**src/rtl/mod_exp_sqm.sv**
```systemverilog
// rtl/mod_exp_sqm.sv - square-and-multiply modular exponentiator (MOD_EXP_CONST_TIME_EN: fixed-latency variant)
module mod_exp_sqm #(
    parameter int WIDTH     = 32,
    parameter int EXP_WIDTH = 32
) (
    input  logic                 clk,
    input  logic                 rst,
    input  logic                 start,
    input  logic [WIDTH-1:0]     base,
    input  logic [EXP_WIDTH-1:0] exponent,
    input  logic [WIDTH-1:0]     modulus,
    output logic                 busy,
    output logic                 done,
    output logic                 error,
    output logic [WIDTH-1:0]     result
);

    localparam int XW = WIDTH + 2;
    localparam int CW = (WIDTH > 1) ? $clog2(WIDTH) : 1;
    localparam logic [CW-1:0] CNT_LAST = CW'(WIDTH - 1);

    typedef enum logic [2:0] {IDLE, LOAD, MUL, SQR, CHECK, FIN} state_t;

    state_t               state, nxt;
    logic [WIDTH-1:0]     b_reg, m_reg, acc;
    logic [EXP_WIDTH-1:0] e_reg;
    logic [XW-1:0]        p;
    logic [CW-1:0]        cnt;
    logic                 cnt_last;
    logic                 op_fault;

`ifdef MOD_EXP_CONST_TIME_EN
    localparam int EW = (EXP_WIDTH > 1) ? $clog2(EXP_WIDTH) : 1;
    localparam logic [EW-1:0] BIT_LAST = EW'(EXP_WIDTH - 1);
    logic [EW-1:0]        bcnt;
    logic [WIDTH-1:0]     scratch;
`endif

    assign op_fault = (m_reg == '0) || (b_reg >= m_reg);
    assign cnt_last = (cnt == CNT_LAST);

    // The CHECK decision: which step, if any, the next exponent bit needs.
    function automatic state_t check_dec(input logic [EXP_WIDTH-1:0] e);
        if (e == '0)
            return FIN;
        else if (e[0])
            return MUL;
        else
            return SQR;
    endfunction

    always_ff @(posedge clk or posedge rst) begin
        if (rst)
            state <= IDLE;
        else
            state <= nxt;
    end

    always_comb begin
        nxt = state;
        case (state)
            IDLE:  if (start) nxt = LOAD;
`ifdef MOD_EXP_CONST_TIME_EN
            LOAD:  nxt = MUL;
            MUL:   if (cnt_last) nxt = SQR;
            SQR:   if (cnt_last) nxt = (bcnt == BIT_LAST) ? FIN : MUL;
            CHECK: nxt = MUL;
`else
            LOAD:  nxt = op_fault ? FIN : check_dec(e_reg);
            MUL:   if (cnt_last) nxt = SQR;
            SQR:   if (cnt_last) nxt = check_dec(e_reg >> 1);
            CHECK: nxt = check_dec(e_reg);
`endif
            FIN:   nxt = IDLE;
            default: nxt = IDLE;
        endcase
    end

    // Interleaved multiplier: one bit of y (always B) per cycle, MSB first.
    logic [WIDTH-1:0] x_sel;
    logic             y_bit;
    logic [XW-1:0]    m_x, p_cur, t_dbl, t_red, t_add, p_next;

    always_comb begin
        x_sel  = (state == MUL) ? acc : b_reg;
        y_bit  = b_reg[CNT_LAST - cnt];
        m_x    = XW'(m_reg);
        p_cur  = (cnt == '0) ? '0 : p;
        t_dbl  = p_cur << 1;
        t_red  = (t_dbl >= m_x) ? (t_dbl - m_x) : t_dbl;
        t_add  = y_bit ? (t_red + XW'(x_sel)) : t_red;
        p_next = (t_add >= m_x) ? (t_add - m_x) : t_add;
    end

    always_ff @(posedge clk or posedge rst) begin
        if (rst) begin
            b_reg   <= '0;
            m_reg   <= '0;
            e_reg   <= '0;
            acc     <= '0;
            p       <= '0;
            cnt     <= '0;
            busy    <= 1'b0;
            done    <= 1'b0;
            error   <= 1'b0;
            result  <= '0;
`ifdef MOD_EXP_CONST_TIME_EN
            bcnt    <= '0;
            scratch <= '0;
`endif
        end else begin
            done <= 1'b0;
            case (state)
                IDLE: begin
                    if (start) begin
                        b_reg <= base;
                        e_reg <= exponent;
                        m_reg <= modulus;
                        acc   <= WIDTH'(1);
                        busy  <= 1'b1;
                        error <= 1'b0;
                        cnt   <= '0;
`ifdef MOD_EXP_CONST_TIME_EN
                        bcnt  <= '0;
`endif
                    end
                end
                LOAD: begin
                    cnt <= '0;
                    if (op_fault) begin
                        error <= 1'b1;
                        acc   <= '0;
                    end else if (m_reg == WIDTH'(1)) begin
                        acc   <= '0;
                    end
                end
                MUL: begin
                    p   <= p_next;
                    cnt <= cnt_last ? '0 : cnt + CW'(1);
                    if (cnt_last) begin
`ifdef MOD_EXP_CONST_TIME_EN
                        // Dummy multiply keeps timing independent of the key bit.
                        if (e_reg[0] && !error)
                            acc <= p_next[WIDTH-1:0];
                        else
                            scratch <= p_next[WIDTH-1:0];
`else
                        acc <= p_next[WIDTH-1:0];
`endif
                    end
                end
                SQR: begin
                    p   <= p_next;
                    cnt <= cnt_last ? '0 : cnt + CW'(1);
                    if (cnt_last) begin
                        b_reg <= p_next[WIDTH-1:0];
                        e_reg <= e_reg >> 1;
`ifdef MOD_EXP_CONST_TIME_EN
                        bcnt  <= bcnt + EW'(1);
`endif
                    end
                end
                FIN: begin
                    result <= acc;
                    done   <= 1'b1;
                    busy   <= 1'b0;
                end
                default: ;
            endcase
        end
    end

endmodule

```
**config.mk**
```make
export PLATFORM = sky130hd
export DESIGN_NAME = mod_exp_sqm
export DESIGN_NICKNAME = d
export VERILOG_FILES = /design/src/rtl/mod_exp_sqm.sv
export SDC_FILE = /design/constraint.sdc
export NUM_CORES = 1
export LEC_CHECK = 0
export ABC_AREA = 1
export CAP_MARGIN = 20
export CORE_MARGIN = 2
export CORE_UTILIZATION = 39
export CTS_CLUSTER_SIZE = 30
export DETAILED_ROUTE_END_ITERATION = 12
export GPL_TIMING_DRIVEN = 1
export HOLD_SLACK_MARGIN = 0.02
export PLACE_DENSITY_LB_ADDON = 0.2
export SLEW_MARGIN = 20
export SYNTH_ARGS = -nofsm -noshare
export SYNTH_HDL_FRONTEND = slang
export SYNTH_SLANG_ARGS = --single-unit
```
**constraint.sdc**
```tcl
create_clock -name clk -period 13.6 [get_ports clk]
set_input_delay 2.04 -clock clk [delete_from_list [all_inputs] [get_ports clk]]
set_output_delay 2.04 -clock clk [all_outputs]
set_load 0.05 [all_outputs]
```
==> flow_metrics.tcl <==
set metrics [dict create \
    synth_area_sq_um 17800 \
    wl_mm 78.5 \
    setup.worst_path.end "p[19]" \
    synth-xor-area-share_pct 3.73 \
    cts.sinks 204 \
    ys_types 48 \
    layout_commonest_cell "nand2_1" \
    final_cell_mix "nand2_1 (1,021), inv_1 (315), nor2_1 (223)" \
    synth.top_cell.area_share_pct 28.6 \
    min_period_ps 11410 \
    critPathRequiredTime_ps 14010 \
    clk_pin_slew_ps 60 \
    yosys_register_bits 204 \
    wl_per_cell_microns 22.4 \
    finalCritPeriodShare_pct 83.9 \
    synth_top_family_by_area "simple AND/OR/NAND/NOR gates" \
    synth.top_cells.by_area "dfrtp_1 (29%), nand2_1 (21%), ha_1 (9.2%)" \
    syn_area_per_cell_sq_um 6.37 \
    worstReg2RegEnd "p[19]" \
    cts_tree "yes" \
    synth_mux_area_share_pct 0.168 \
    grt_util_met2_pct 48.9 \
    cts_max_level 1 \
    row_count 78 \
    cts_buffer_depth 3 \
    min_path_type "reg2reg" \
    path_max_fanout 63 \
    synth_top_area_cell "dfrtp_1" \
    cts_buffers 26 \
    drtIter0Drc 2204 \
    cts-root-buf "clkbuf_16" \
    arrival_ps 11820 \
    cpMostUsedCell "nand2_1" \
    gp_congestion 1.05 \
    die_x_microns 218 \
    grt_max_degree 137 \
    cap_violations 0 \
    clkLatencyLatePin_ps 570 \
    cts_resized 0 \
    r2r_setup_slack_ps 2190 \
    hpwlAfterDp_mm 63.8 \
    post_cts.repair.setup_buffers 0 \
    largest_reg_flops 33 \
    synth-edff-count 0 \
    ys_seq_area_share_pct 28.6 \
    syn-num-nets 3035 \
    grtUsageMet1_pct 47.3 \
    synth_warnings 0 \
    crit_path_max_incr_delay_ps 940 \
    busiest_layer "met2" \
    setup_viol 0 \
    ant_nets 0 \
    num_vias 19200 \
    nets 3116 \
    synthToLayoutAreaGrowth_pct 15.3 \
    worst_setup_path_start_kind "flop" \
    endpoint_kind "flop" \
    grt_overflow 0 \
    drt-pass1-iter-count 6 \
    crit_path_top_delay_cell "inv_1" \
    antenna_found_initial 4 \
    reg2reg_depth 40 \
    status "complete, no violations" \
    hold_buffers 0 \
    drive_above_1_share_pct 3.62 \
    critical_path_class "reg2reg" \
    die_y_microns 218 \
    final.setup.tns_ps 0 \
    synthArstFlopShare_pct 100 \
    synth_simple_gate_area_share_pct 35.1 \
    io_buffers 133 \
    ys.flop_type "dfrtp_1" \
    start_util_pct 39.4 \
    largest-register "p" \
    r2r-start "cnt[0]" \
    crit_start "cnt[0]" \
    dieArea_sq_um 47500 \
    clock_skew_ps 22.7 \
    syn_inst 2802 \
    rsz0062_at_grt "no" \
    vias_per_cell 5.47 \
    relSlewSlack_pct 25.7 \
    synth_fa_ha_area_share_pct 9.52 \
    io_pins 134 \
    grt_pass1_vias 18200 \
    report.final.slew_viol_count 0 \
    synth_compound_area_share_pct 13.7 \
    clock.fmax_mhz 87.7 \
    core_sq_um 45300 \
    grt_usage_pct 32.8 \
    grt_first_pass_wirelength_mm 116 \
    worst_slew_pin_slew_ps 1110 \
    met3_usage_pct 5.41 \
    final-hold-violation-count 0 \
    drc 0 \
]
==> logic make-up (layout without fill, tap and decap cells) <==
logic type,count (synthesis),after routing
compound gates,438,438
mux,3,3
buf+inv,423,524
other cells,0,1
simple gates,1524,1524
xor+xnor,76,76
fa+ha+maj,134,134
flops,204,204
==> how the worst min path moves through the flow <==
stage	start	end	slack, ps	cells after the start
floorplan	b_reg[0]	b_reg[0]	450	2
global placement	result[7]	result[7]	460	2
detailed placement	result[23]	result[23]	460	2
CTS	result[18]	result[18]	480	2
global route	busy	busy	500	2
finish	busy	busy	470	2
==> Yosys cell counts (12+ instances only) <==
cell type,instances
nor2_1,226
xnor2_1,37
inv_1,316
or2_2,12
nand3_1,154
o21ai_0,199
nand3b_1,13
nand4_1,37
o21ai_1,15
o211ai_1,36
ha_1,131
nor3_1,25
xor2_1,39
nor4_1,12
a21oi_1,128
o21a_1,13
nand2_1,1022
buf_2,13
dfrtp_1,204
clkbuf_1,58
==> final cells by class <==
type	count	area [sq um]
tap	600	751
antenna	1	2.50
clock inverter	9	123
timing repair buffer	142	1430
inverter	334	1260
sequential	204	5100
clock buffer	39	790
multi-input combinational	2175	11100
fill	4862	24700
==> through the flow <==
stage                     area (sq um)  setup WS, ps  util [%]  instances  hold WS (ps)
after floorplan                  17800          5990         -       2802           449
after global placement           19600          2610      43.3       3453           456
after detailed placement         19600          2460      43.3       3453           461
after CTS                        20500          2410      45.3       3501           475
after global routing             20600          1310      45.4       3503           496
final                            20600          2190      45.4       3504           471
==> per-layer routing <==
layer,part of all wire [%],vias to the layer above
met5,0.041,-
met4,4.5,4
met3,7.7,143
met2,42,767
met1,46,9105
li1,-,9161
==> worst max-delay path, delay by kind of cell (launching register included) <==
kind,cells,cell delay [ps]
flip-flops,1,830
adder cells (fa/ha/maj),4,1590
AND/OR/NAND/NOR,20,3740
XOR/XNOR,1,170
buffers and inverters,5,1720
AO/OA/AOI/OAI,10,3110
Power is left out: the tool's default activity adds up to more than one toggle a clock period on the data nets, which glitch-free logic cannot reach.
==> variant: new RTL, same flow settings <==
The 6 states of `state_t` get a one-hot encoding in 6 bits.
--- a/src/rtl/mod_exp_sqm.sv
+++ b/src/rtl/mod_exp_sqm.sv
@@ -21,3 +21,3 @@
 
-    typedef enum logic [2:0] {IDLE, LOAD, MUL, SQR, CHECK, FIN} state_t;
+    typedef enum logic [5:0] {IDLE = 6'b000001, LOAD = 6'b000010, MUL = 6'b000100, SQR = 6'b001000, CHECK = 6'b010000, FIN = 6'b100000} state_t;
 
Function: same outputs for any inputs over 4 cycles, from zero or initial values and one cycle with rst high; so few cycles prove little.
==> variant against the original RTL <==
Sequential cell count grew 2; die area down 3.2%; fmax up 7.5%; synthesized area decreased by 3.3%; worst setup slack gained 790 ps; non-clock buffer count is 5 higher; routed wire length is 12% lower; clock skew rose by 4.7 ps; first-iteration DRC count shrank 19%; cell area is 2.8% lower; critical path type unchanged; critical endpoint is now acc[17]; largest cell class unchanged.
Power is left out: it rests on default switching activity, and per cell area and clock period it moved more than threefold.
==> variant: results <==
[setup_path]
path_delay_family = compound AO/OA/AOI/OAI gates
cpPeakStageDelay_ps = 780
r2r-end = acc[17]
critical_path_arrival_ps = 11010
worstPathMaxFanout = 42
r2r_slack_ps = 2990

[grt]
use_met3 = 0.03745
use_met1 = 0.3788
grt_antenna_before_repair = 0
use_met2 = 0.4942
track_usage = 0.2969
grt_pass1_wl_mm = 105.0
grt_max_degree = 100

[min_path]
hold_start = b_reg[0]

[place]
place_ws_ps = 3287
placed_area_sq_um = 19060
dp.cells = 3225

[route]
vias = 17950
routedLengthMet1_mm = 28.88
top_layer_used = met4
met2_length_mm = 32.01
firstDrtPassIters = 8

[run_status]
outcome = complete, no violations

[yosys]
ys_types = 53
avgSynthCellArea_sq_um = 6.693
synthXorXnorAreaFrac = 0.03907
synth_commonest_cells = 714 x nand2_1, 302 x inv_1, 288 x o21ai_0
syn_nets = 2811
synth_seq_area_share = 0.2987

[final_layout]
fillers = 4689
drive_above_1_share = 0.03579
layout.cells.non_filler = 3274
fin_nets = 2894

[timing]
finClkSkew_ps = 27.41
[variant: cell types whose count changed after synthesis, moves of 10 or more]
cell,change
a21oi_1,+23
o21ai_0,+89
nor4_1,+10
nand2_1,-308
inv_1,-14
nor2_1,-15
[variant: how the worst max path moves through the flow]
stage | start | end | slack (ps)
floorplan | rst | acc[0] | 5940
global placement | cnt[0] | p[0] | 3290
detailed placement | cnt[0] | acc[17] | 3290
CTS | cnt[0] | acc[17] | 3260
global route | cnt[0] | p[25] | 1970
finish | cnt[0] | acc[17] | 2990
[variant: layout make-up]
type                    instances  area (sq um)  share of cell area
multi-input cells            1972         10540              0.5271
flip-flops and latches        206          5156              0.2577
repair buffers                147          1456             0.07280
inverters                     308          1167             0.05835
clock buffers                  37         743.2             0.03715
well taps                     592         740.7             0.03703
clock inverters                12         197.7            0.009882
